--- src/rtl/mac_accumulator_pkg.sv ---
// rtl/mac_accumulator_pkg.sv - shared MAC datapath widths
package mac_accumulator_pkg;

  localparam int MAC_OP_W  = 16;
  localparam int MAC_ACC_W = 32;

endpackage

--- src/rtl/mac_accumulator_adder.sv ---
// rtl/mac_accumulator_adder.sv - 32-bit ripple-carry adder shared by the MAC
module Adder_32bit (
  input  logic [31:0] a,
  input  logic [31:0] b,
  input  logic        cin,
  output logic [31:0] sum,
  output logic        cout
);

  always_comb begin
    logic c;
    sum = '0;
    c   = cin;
    for (int i = 0; i < 32; i++) begin
      sum[i] = a[i] ^ b[i] ^ c;
      c      = (a[i] & b[i]) | (c & (a[i] ^ b[i]));
    end
    cout = c;
  end

endmodule

--- src/rtl/mac_accumulator.sv ---
// rtl/mac_accumulator.sv - two-stage multiply-accumulate emitting one result per LEN products
module mac_accumulator
  import mac_accumulator_pkg::*;
#(
  parameter int LEN = 4
) (
  input  logic                 clk,
  input  logic                 rst_n,
  input  logic                 clear,
  input  logic                 in_valid,
  output logic                 in_ready,
  input  logic [MAC_OP_W-1:0]  a,
  input  logic [MAC_OP_W-1:0]  b,
  output logic                 out_valid,
  input  logic                 out_ready,
  output logic [MAC_ACC_W-1:0] out_sum,
  output logic                 out_ovf
);

  localparam int CNT_W = (LEN > 1) ? $clog2(LEN) : 1;
  localparam logic [CNT_W-1:0] CNT_LAST = CNT_W'(LEN - 1);

  logic [MAC_ACC_W-1:0] p_reg;
  logic [MAC_ACC_W-1:0] acc;
  logic [MAC_ACC_W-1:0] sum;
  logic                 p_vld;
  logic                 ovf_acc;
  logic                 cout;
  logic [CNT_W-1:0]     cnt;
  logic                 last;
  logic                 stall;
  logic                 accept;
  logic                 consume;

  // Only the final product of a dot product can be blocked by a full output register.
  assign last     = (cnt == CNT_LAST);
  assign stall    = p_vld & last & out_valid & ~out_ready;
  assign in_ready = ~stall & ~clear;
  assign accept   = in_valid & in_ready;
  assign consume  = p_vld & ~stall & ~clear;

  Adder_32bit u_adder (
    .a   (acc),
    .b   (p_reg),
    .cin (1'b0),
    .sum (sum),
    .cout(cout)
  );

  always_ff @(posedge clk or negedge rst_n) begin
    if (!rst_n) begin
      p_reg <= '0;
      p_vld <= 1'b0;
    end else if (clear) begin
      p_vld <= 1'b0;
    end else if (accept) begin
      p_reg <= MAC_ACC_W'(a) * MAC_ACC_W'(b);
      p_vld <= 1'b1;
    end else if (consume) begin
      p_vld <= 1'b0;
    end
  end

  always_ff @(posedge clk or negedge rst_n) begin
    if (!rst_n) begin
      acc     <= '0;
      cnt     <= '0;
      ovf_acc <= 1'b0;
    end else if (clear || (consume && last)) begin
      acc     <= '0;
      cnt     <= '0;
      ovf_acc <= 1'b0;
    end else if (consume) begin
      acc     <= sum;
      cnt     <= cnt + CNT_W'(1);
      ovf_acc <= ovf_acc | cout;
    end
  end

  // A new result may replace the old one on the same edge as its handshake.
  always_ff @(posedge clk or negedge rst_n) begin
    if (!rst_n) begin
      out_valid <= 1'b0;
      out_sum   <= '0;
      out_ovf   <= 1'b0;
    end else if (consume && last) begin
      out_valid <= 1'b1;
      out_sum   <= sum;
      out_ovf   <= ovf_acc | cout;
    end else if (out_ready) begin
      out_valid <= 1'b0;
    end
  end

endmodule

--- config.mk ---
export PLATFORM = sky130hd
export DESIGN_NAME = mac_accumulator
export DESIGN_NICKNAME = d
export VERILOG_FILES = /design/src/rtl/mac_accumulator_pkg.sv /design/src/rtl/mac_accumulator_adder.sv /design/src/rtl/mac_accumulator.sv
export SDC_FILE = /design/constraint.sdc
export NUM_CORES = 1
export LEC_CHECK = 0
export CORE_MARGIN = 2
export CORE_UTILIZATION = 55
export DETAILED_ROUTE_END_ITERATION = 10
export HOLD_SLACK_MARGIN = 0.02
export PLACE_DENSITY = 0.76
export SETUP_SLACK_MARGIN = 0.15
export SYNTH_ARGS = -nofsm -noshare
export SYNTH_HDL_FRONTEND = slang
export SYNTH_SLANG_ARGS = --single-unit
export TNS_END_PERCENT = 50
--- constraint.sdc ---
create_clock -name clk -period 23.8 [get_ports clk]
set_clock_uncertainty 0.1 [all_clocks]
set_input_delay 3.57 -clock clk [delete_from_list [all_inputs] [get_ports clk]]
set_output_delay 3.57 -clock clk [all_outputs]
set_load 0.05 [all_outputs]
== Yosys cells after proc, flatten, opt, wreduce, memory -nomap -nowiden ==
Cells that the tools add are included.
Word-level totals
  register bits: 102
  memories: 0
  memory bits (writable): 0
  output and inout port bits: 35
  bits in latches: 0
  ROM bits: 0
  logic and storage cells: 196
Cells by class
  reduce and logical (&&, ||, !) cells: 6
  shifts and indexed selects: 0
  muxes and demuxes: 11
  magnitude comparators: 0
  bitwise gates (word level): 168
  add/subtract/negate cells: 1
  equality and inequality tests: 1
  multipliers: 1
  div/mod/pow operators: 0
Operators with widths (number)
  $and 1x1->1: 70
  $mux 32: 2
  $xor 1x1->1: 63
  $mul 16x16->32: 1
  $or 1x1->1: 32
  $mux 1: 7
  $mux 2: 2
  $reduce_bool 2->1: 2
  $not 1->1: 3
  $reduce_bool 3->1: 1
  $add 2x1->2 const B: 1
  $eq 2x2->1 const B: 1
  $reduce_and 2->1: 1
  $logic_and 1x1->1: 1
  $logic_or 1x1->1: 1

== Logic depth before layout (Yosys ltp) ==
Gate-level depths: netlist of the first run.
  word-level depth: 66
  depth in mapped cells: 38
  depth with buffers taken out: 38

== Hierarchy ==
A second synthesis of the first run with hierarchy kept.
Second synthesis, totals
  cell total of the unflattened synthesis: 1377
  area total of the unflattened synthesis: 13100.1 um^2
Modules (own cells, without submodules)
  mac_accumulator: area an instance 12421.9 um^2, seq. area each 2552.4 um^2, cells an instance 1335, times used 1
  Adder_32bit: area an instance 678.2 um^2, seq. area each 0.0 um^2, cells an instance 42, times used 1

== Least setup slack after synthesis of the first run ==
OpenSTA, ideal clock, no wires.
  kind: flip-flop to flip-flop
  start: register p_reg[0]
  end: register out_sum[31]
  clock period less this slack: 12652 ps
  slack: 11148 ps
  required time: 23575 ps
  path buffers: 0
  cell stages (with the launch flop): 38
  arrival time: 12427 ps
  cell sequence: dfrtp_1 -> ha_1 -> inv_1 -> fa_1 -> fa_1 -> fa_1 -> fa_1 -> fa_1 -> fa_1 -> fa_1 -> fa_1 -> fa_1 -> fa_1 -> fa_1 -> fa_1 -> fa_1 -> fa_1 -> fa_1 -> [... 2 more ...] -> fa_1 -> fa_1 -> fa_1 -> fa_1 -> fa_1 -> fa_1 -> fa_1 -> fa_1 -> fa_1 -> fa_1 -> fa_1 -> inv_1 -> fa_1 -> inv_1 -> fa_1 -> inv_1 -> fa_1 -> mux2_2
On the way
  word-level cells in the longest chain between the ends: 62
RTL lines
  start, declared: RTL line mac_accumulator.sv:23  | logic [MAC_ACC_W-1:0] p_reg;
  start signal, assigned: RTL line mac_accumulator.sv:57  | p_reg <= MAC_ACC_W'(a) * MAC_ACC_W'(b);
  $and 1x1->1 (2 in a row): RTL line mac_accumulator_adder.sv:16  | c = (a[i] & b[i]) | (c & (a[i] ^ b[i]));
  $or 1x1->1: RTL line mac_accumulator_adder.sv:16
  $and 1x1->1: RTL line mac_accumulator_adder.sv:16
  $or 1x1->1: RTL line mac_accumulator_adder.sv:16
  $and 1x1->1: RTL line mac_accumulator_adder.sv:16
  $or 1x1->1: RTL line mac_accumulator_adder.sv:16
  $and 1x1->1: RTL line mac_accumulator_adder.sv:16
  $or 1x1->1: RTL line mac_accumulator_adder.sv:16
  [... 46 more ...]
  $and 1x1->1: RTL line mac_accumulator_adder.sv:16
  $or 1x1->1: RTL line mac_accumulator_adder.sv:16
  $and 1x1->1: RTL line mac_accumulator_adder.sv:16
  $or 1x1->1: RTL line mac_accumulator_adder.sv:16
  $and 1x1->1: RTL line mac_accumulator_adder.sv:16
  $or 1x1->1: RTL line mac_accumulator_adder.sv:16
  $xor 1x1->1: RTL line mac_accumulator_adder.sv:15  | sum[i] = a[i] ^ b[i] ^ c;
  via sum[31]: RTL line mac_accumulator.sv:25  | logic [MAC_ACC_W-1:0] sum;
  end signal, assigned: RTL line mac_accumulator.sv:88  | out_sum <= sum;
  end, declared: RTL line mac_accumulator.sv:16  | output logic [MAC_ACC_W-1:0] out_sum,
The timed path passes the listed nets, and every way through them passes these cells.
A chain may end at the register's enable or synchronous reset.

== Worst setup path after layout of the first run ==
  start: register acc[0]
  end: register out_sum[31]
On the way
  word-level cells in the longest chain between the ends: 62
RTL lines
  start, declared: RTL line mac_accumulator.sv:24  | logic [MAC_ACC_W-1:0] acc;
  start signal, assigned: RTL line mac_accumulator.sv:74  | acc <= sum;
  $and 1x1->1 (2 in a row): RTL line mac_accumulator_adder.sv:16
  $or 1x1->1: RTL line mac_accumulator_adder.sv:16
  $and 1x1->1: RTL line mac_accumulator_adder.sv:16
  $or 1x1->1: RTL line mac_accumulator_adder.sv:16
  $and 1x1->1: RTL line mac_accumulator_adder.sv:16
  $or 1x1->1: RTL line mac_accumulator_adder.sv:16
  $and 1x1->1: RTL line mac_accumulator_adder.sv:16
  $or 1x1->1: RTL line mac_accumulator_adder.sv:16
  [... 46 more ...]
  $and 1x1->1: RTL line mac_accumulator_adder.sv:16
  $or 1x1->1: RTL line mac_accumulator_adder.sv:16
  $and 1x1->1: RTL line mac_accumulator_adder.sv:16
  $or 1x1->1: RTL line mac_accumulator_adder.sv:16
  $and 1x1->1: RTL line mac_accumulator_adder.sv:16
  $or 1x1->1: RTL line mac_accumulator_adder.sv:16
  $xor 1x1->1: RTL line mac_accumulator_adder.sv:15
  via sum[31]: RTL line mac_accumulator.sv:25
The timed path passes the listed nets, and every way through them passes these cells.

==> metrics.md, run 1 <==
| Metric | Value |
|---|---|
| Outcome | finished clean |
| GR peak layer | met2 |
| Post-CTS Setup Bufs | 0 |
| Hold_sp | out_sum[9] |
| Register area | 0.00255 sq mm |
| Crit-path most repeated cell | fa_1 |
| R2R depth | 37 |
| Post-Synth Adder-Cell Area | 44.2% |
| Final Cycle Share | 55.4% |
| Die W | 159 um |
| RSZ-0062 raised after global routing | no |
| Hold Fails Final Rpt | 0 |
| Layout cell share with drive strength beyond 1 | 2.60% |
| CTS buffer count | 9 |
| Startpoint Class | flop |
| Routed vias | 9486 |
| DRT iter0 DRCs | 536 |
| Tot Pwr | 1.99 mW |
| Critical path's largest stage delay | 0.42 ns |
| Die height | 159 um |
| Mapped Area | 0.0132 sq mm |
| Synth Area in XOR/XNOR | 1.60% |
| Final HPWL from detailed placement | 21.4 mm |
| Distinct cell type count after synthesis | 56 |
| CTS Buffer Depth | 2 |
| First-pass GRT wire length | 48.4 mm |
| Largest net degree at the start of global routing | 88 |
| Tmin final | 13.18 ns |
| Setup tns final | 0 ns |
| Critical Path End | out_sum[31] |
| Core Rows | 56 |
| Syn_nets | 1800 |
| Synth Area in Simple Gates | 15.6% |
| GPL Wtd Cong | 0.885 |
| Initial antenna violation count | 0 |
| CP max FO | 2 |
| Number of global-route vias before repair | 10014 |
| Top FF cell, synth | dfrtp_1 |
| PwrDens | 138 mW/mm^2 |
| GRT Util Overall | 23.2% |
| Mean area per synthesized cell | 9.20 sq um |
| Final setup vio count | 0 |
| Worst Tran Pin Value | 1.05 ns |
| Critical R2R Capture | out_sum[31] |
| Grt met1 use | 33.9% |
| IO Port Bufs | 71 |
| Hold Buf Count CTS | 0 |
| Core Footprint | 0.0235 sq mm |
| Syn. warnings | 0 |
| Rel. slew slack | 29.9% |
| Clock latency on the worst-skew pair | 0.35 ns |
| H-tree depth | 3 |
| Mux cell area share after synthesis | 0.636% |
| Post-detailed-route count of antenna-violating nets | 0 |
| Synth Register Bits | 102 |
| Layout area overhead | 8.98% |
| Peak VDD IR | 120 uV |
| CP Launch Point | acc[0] |
| Diode count | 0 |
| Vias per cell | 5.32 |
| Post-cts gate resize count | 0 |
| CP Data Required Time | 23.93 ns |
| CP arrival | 13.31 ns |
| Fin nets | 1827 |
| Total grt overflow | 0 |
| Tightest Hold Check Type | reg -> reg |
| Die ar. | 0.0252 sq mm |
| Worst reg2reg setup slack | 10.62 ns |
| Root Buffer | clkbuf_16 |
| Starting Density | 56.1% |
| GR Util met3 | 2.87% |
| DR WL/cell | 15.4 um |
| Maximum Capacitance Violations | 0 |
| TritonCTS Sinks | 102 |
| Kind of end point of the critical path | flop |
| FMAX | 75.9 MHz |
| Multi-input logic area | 0.00928 sq mm |
| Async SR Flop Fraction | 100% |
| P_leak | 6.95 nW |
| Number of synthesized flops with an enable pin | 0 |
| Critical path class | reg -> reg |
| DRC | 0 |
| CTS tree | done |
| Fill cell count | 2033 |
| Clock transition at path regs | 0.07 ns |
| Synth Area in Compound Gates | 8.18% |
| Post-synthesis sequential area ratio | 19.4% |
| Max-slew violations | 0 |
| Slowest CP cell | fa_1 |
| Ports | 72 |
| R2R Path Start | acc[0] |
| Routed WL | 27.5 mm |
| Largest family of logic cells by synthesized area | adder cells |
| Mapped Cells | 1432 |
| DR pass1 iterations | 4 |
| Met2 Use GR | 37.4% |
worst max-delay path: cells and delay by family (launching register included):
kind | cells | cell delay [ns]
adder cells (fa/ha/maj) | 32 | 12.09
flip-flops | 1 | 0.36
multiplexers | 1 | 0.28
buffers and inverters | 4 | 0.25
layout by cell type, fill, tap and decap left out, types with 4 or more instances in the layout:
| cell | instances |
|---|---|
| inv_1 | 293 |
| nand2_1 | 228 |
| fa_1 | 225 |
| and2_1 | 108 |
| ha_1 | 106 |
| dfrtp_1 | 102 |
| o21ai_0 | 71 |
| clkdlybuf4s50_1 | 70 |
| nor2_1 | 56 |
| a21oi_1 | 29 |
| a211oi_1 | 29 |
| xnor2_1 | 12 |
| xor2_1 | 12 |
| nand3_1 | 12 |
| a21o_1 | 9 |
| clkbuf_16 | 9 |
| nand4_1 | 8 |
| buf_4 | 6 |
| and3_1 | 5 |
| mux2i_1 | 5 |
| nor3_1 | 5 |
| o2111ai_1 | 4 |
| a31oi_1 | 4 |
worst min path at each step:
stage                     cells past startpoint          to  slack [ns]
after floorplan                               2    p_reg[0]        0.35
after global placement                        2  out_sum[4]        0.36
after detailed placement                      2    p_reg[0]        0.37
after CTS                                     2    p_reg[0]        0.38
after global routing                          2    p_reg[0]        0.40
final                                         2  out_sum[9]        0.38
power breakdown:
part / leakage, nW / total (mW) / switching, mW / internal [mW]
combinational: 5.45 / 1.63 / 0.965 / 0.666
sequential: 1.36 / 0.220 / 0.0147 / 0.205
clock: 0.143 / 0.139 / 0.0644 / 0.0743
total: 6.95 / 1.99 / 1.04 / 0.945
metrics by stage:
step | setup slack (ns) | hold WS (ns) | instance area [sq um] | cells | util (%)
floorplan | 11.15 | 0.345 | 13200 | 1432 | -
global placement | 10.78 | 0.361 | 14100 | 1767 | 60.0
detailed placement | 10.67 | 0.366 | 14100 | 1767 | 60.0
CTS | 10.63 | 0.381 | 14400 | 1783 | 61.2
global route | 10.18 | 0.398 | 14400 | 1783 | 61.2
finish | 10.62 | 0.377 | 14400 | 1783 | 61.2
routing by layer:
layer	vias to the layer above	part of all wire [%]	wire length, um
met5	-	0	0
met4	0	1.4	386
met3	32	5.3	1440
met2	271	46	12800
met1	4737	47	12900
li1	4446	-	-
logic make-up (layout without fill, tap and decap cells):
family          after synthesis  in the layout
xor+xnor                     24             24
fa+ha+maj                   331            331
mux                           8              8
simple gates                441            441
compound gates              173            173
flops                       102            102
buf+inv                     353            385
cell usage after synthesis, types with 2 or more instances:
master | count | area [sq um]
a31oi_1 | 4 | 25.0
o21ai_1 | 2 | 10.0
fa_1 | 225 | 4500
inv_1 | 293 | 1100
a21oi_1 | 29 | 145
and2_1 | 108 | 676
o21bai_1 | 3 | 22.5
a21o_1 | 9 | 67.6
ha_1 | 106 | 1330
buf_6 | 2 | 22.5
nand4_1 | 8 | 50.1
mux2_2 | 3 | 33.8
a211o_1 | 2 | 17.5
nor3b_1 | 2 | 15.0
and3_2 | 3 | 22.5
clkbuf_8 | 2 | 27.5
a211oi_1 | 29 | 218
dfrtp_1 | 102 | 2550
o21a_1 | 3 | 22.5
nand2_1 | 229 | 860
clkbuf_1 | 54 | 203
nor3_1 | 5 | 25.0
and3_1 | 5 | 31.3
nand3_1 | 12 | 60.1
xnor2_1 | 12 | 105
o21ai_0 | 71 | 355
xor2_1 | 12 | 105
nor2_1 | 56 | 210
mux2i_1 | 5 | 50.1
and3_4 | 2 | 22.5
or4_1 | 3 | 22.5
o31ai_1 | 3 | 22.5
o2111ai_1 | 4 | 35.0
a311oi_1 | 2 | 17.5
layout make-up:
cell class,count,share of cell area [%]
clock buffers,10,1.66
clock inverters,6,0.314
inverters,293,7.66
multi-input cells,977,64.6
flip-flops and latches,102,17.8
well taps,319,2.78
repair buffers,76,5.19
No activity file was read; power rests on OpenSTA's default activity.
==> run 2: changes to the inputs <==
--- a/config.mk
+++ b/config.mk
@@ -9,7 +9,7 @@
 export CORE_UTILIZATION = 55
 export DETAILED_ROUTE_END_ITERATION = 10
 export HOLD_SLACK_MARGIN = 0.02
-export PLACE_DENSITY = 0.76
+export PLACE_DENSITY = 0.79
 export SETUP_SLACK_MARGIN = 0.15
 export SYNTH_ARGS = -nofsm -noshare
 export SYNTH_HDL_FRONTEND = slang
==> constraint.sdc (replaced) <==
create_clock -name clk -period 10.9 [get_ports clk]
set_clock_uncertainty 0.1 [all_clocks]
set_input_delay 1.635 -clock clk [delete_from_list [all_inputs] [get_ports clk]]
set_output_delay 1.635 -clock clk [all_outputs]
set_load 0.05 [all_outputs]
==> metrics.md, run 2 (synthesis results as in run 1) <==
| Metric | Value |
|---|---|
| FMAX | 83.9 MHz |
| Failing checks | negative setup slack |
| Core Rows | 56 |
| P_leak | 6.96 nW |
| CTS tree | done |
| GPL Wtd Cong | 0.919 |
| Switching Share | 52.9% |
| Crit-path most repeated cell | fa_2 |
| First-pass GRT wire length | 49.6 mm |
| Maximum Capacitance Violations | 0 |
| DR WL/cell | 16.1 um |
| Largest net degree at the start of global routing | 90 |
| PwrDens | 306 mW/mm^2 |
| TritonCTS Sinks | 102 |
| Kind of end point of the critical path | flop |
| DRC | 0 |
| Internal power | 2.08 mW |
| Most frequent cells in the layout | inv_1, nand2_1, fa_1 |
| Tmin final | 11.92 ns |
| RSZ-0062 raised after global routing | yes |
| DR pass1 iterations | 4 |
| DR WL met3 | 1.86 mm |
| Proportion of power drawn by combinational gates | 82.3% |
| CTS buffer count | 9 |
| Final hold slack | 0.379 ns |
| Tightest Hold Check Type | reg -> reg |
| Final HPWL from detailed placement | 22.5 mm |
| Setup tns final | -5.20 ns |
| Layout cell share with drive strength beyond 1 | 5.11% |
| Critical Path End | acc[31] |
| Worst Tran Pin Value | 1.10 ns |
| Critical path's largest stage delay | 0.44 ns |
| Uppermost layer routed | met4 |
| Metal2 WL | 13.9 mm |
| Total grt overflow | 0 |
| WL met1 | 12.5 mm |
| Peak VDD IR | 288 uV |
| Finished Cell Area | 0.0145 sq mm |
| R2R depth | 38 |
| Layout area overhead | 9.74% |
| Critical path class | reg -> reg |
| CP Data Required Time | 11.02 ns |
| Clock latency on the worst-skew pair | 0.35 ns |
| Critical R2R Capture | acc[31] |
| Outcome | finished with violations |
| IO Port Bufs | 71 |
| Worst Setup Slack, final | -1.02 ns |
| H-tree depth | 3 |
| Routed vias | 9647 |
| R2R Path Start | p_reg[0] |
| Core Footprint | 0.0235 sq mm |
| DRT iter0 DRCs | 634 |
| Initial antenna violation count | 1 |
| Vias per cell | 5.40 |
| Worst reg2reg setup slack | -1.02 ns |
| Final Cycle Share | 109% |
| Final setup vio count | 8 |
| Die ar. | 0.0252 sq mm |
| Clock Power Share | 6.9% |
| CP max FO | 2 |
| Fin nets | 1830 |
| GRT Util Overall | 24.1% |
| Seq pwr share | 10.9% |
| Number of global-route vias before repair | 10262 |
| Rel. slew slack | 26.9% |
| Most common cell after layout, fill and taps aside | inv_1 |
| Hold Fails Final Rpt | 0 |
| CTS Buffer Depth | 2 |
| Layout Cells excl Fill | 1787 |
| Cell Area, Placed | 0.0142 sq mm |
| Post-detailed-route count of antenna-violating nets | 0 |
| CP arrival | 12.04 ns |
| Routed WL | 28.8 mm |
| Final Core Density | 61.6% |
| Ports | 72 |
| CP Launch Point | p_reg[0] |
| Slowest CP cell | fa_2 |
| Die W | 159 um |
| Max-slew violations | 0 |
| Startpoint Class | flop |
| Starting Density | 56.1% |
| Post-CTS Setup Bufs | 0 |
| Clock transition at path regs | 0.07 ns |
| Psw | 2.34 mW |
| Root Buffer | clkbuf_16 |
| Placed cell count | 1770 |
| Die height | 159 um |
-- run 2: changes by cell type in the layout (fill, tap and decap cells not counted), moves of 2 or more --
cell     before  now
buf_4         6    9
inv_1       293  290
inv_2         0    3
fa_1        225  195
fa_2          0   30
o21ai_0      71   69
o21ai_1       2    4
-- run 2: timing repair --
item                                    in CTS  in global routing
endpoints found under the hold margin        0                  0
pin swaps                                    1                  1
gates cloned                                 0                  0
endpoints found under the setup margin      10                 10
resized for setup                            4                  3
hold buffers                                 0                  0
-- run 2: worst max-delay path, delay by kind of cell (launching register included) --
kind	cells	cell delay [ns]
adder cells (fa/ha/maj)	32	10.86
flip-flops	1	0.36
buffers and inverters	4	0.21
multiplexers	1	0.18
AND/OR/NAND/NOR	1	0.07
-- run 2: layout make-up --
type                       instances  area [sq um]
timing repair buffer              79           768
antenna                            1          2.50
inverter                         293          1100
sequential                       102          2550
tap                              319           399
clock buffer                       9           225
fill                            1953          9010
clock inverter                     7          56.3
multi-input combinational        977          9360
-- run 2: worst min-delay path by stage --
stage,startpoint,to,slack [ns],depth (start not counted)
floorplan,p_reg[0],p_reg[0],0.35,2
global placement,p_reg[0],p_reg[0],0.36,2
detailed placement,out_sum[15],out_sum[15],0.37,2
CTS,out_sum[5],out_sum[5],0.39,2
global route,p_reg[12],p_reg[12],0.40,2
finish,out_sum[5],out_sum[5],0.38,2
-- run 2: through the flow --
stage          power, mW  worst slack, ns
3_3_place_gp        3.97           -0.907
3_5_place_dp        4.07           -0.992
5_1_grt             4.94            -1.23
2_1_floorplan       3.28           -0.657
4_1_cts             4.42            -1.01
6_report            4.42            -1.02
-- run 2: per-layer routing --
metal	GRT usage, %	vias up
met5	0	-
met4	6.67	0
met3	3.92	45
met2	40.5	330
met1	32.6	4812
li1	-	4460
-- run 2: power by group through the flow --
stage | Combinational [mW] | Clock (mW) | Sequential [mW]
after floorplan | 2.80 | 0 | 0.482
after global placement | 3.49 | 0 | 0.483
after detailed placement | 3.58 | 0 | 0.487
after CTS | 3.62 | 0.312 | 0.480
after global routing | 4.12 | 0.330 | 0.487
final | 3.64 | 0.305 | 0.480
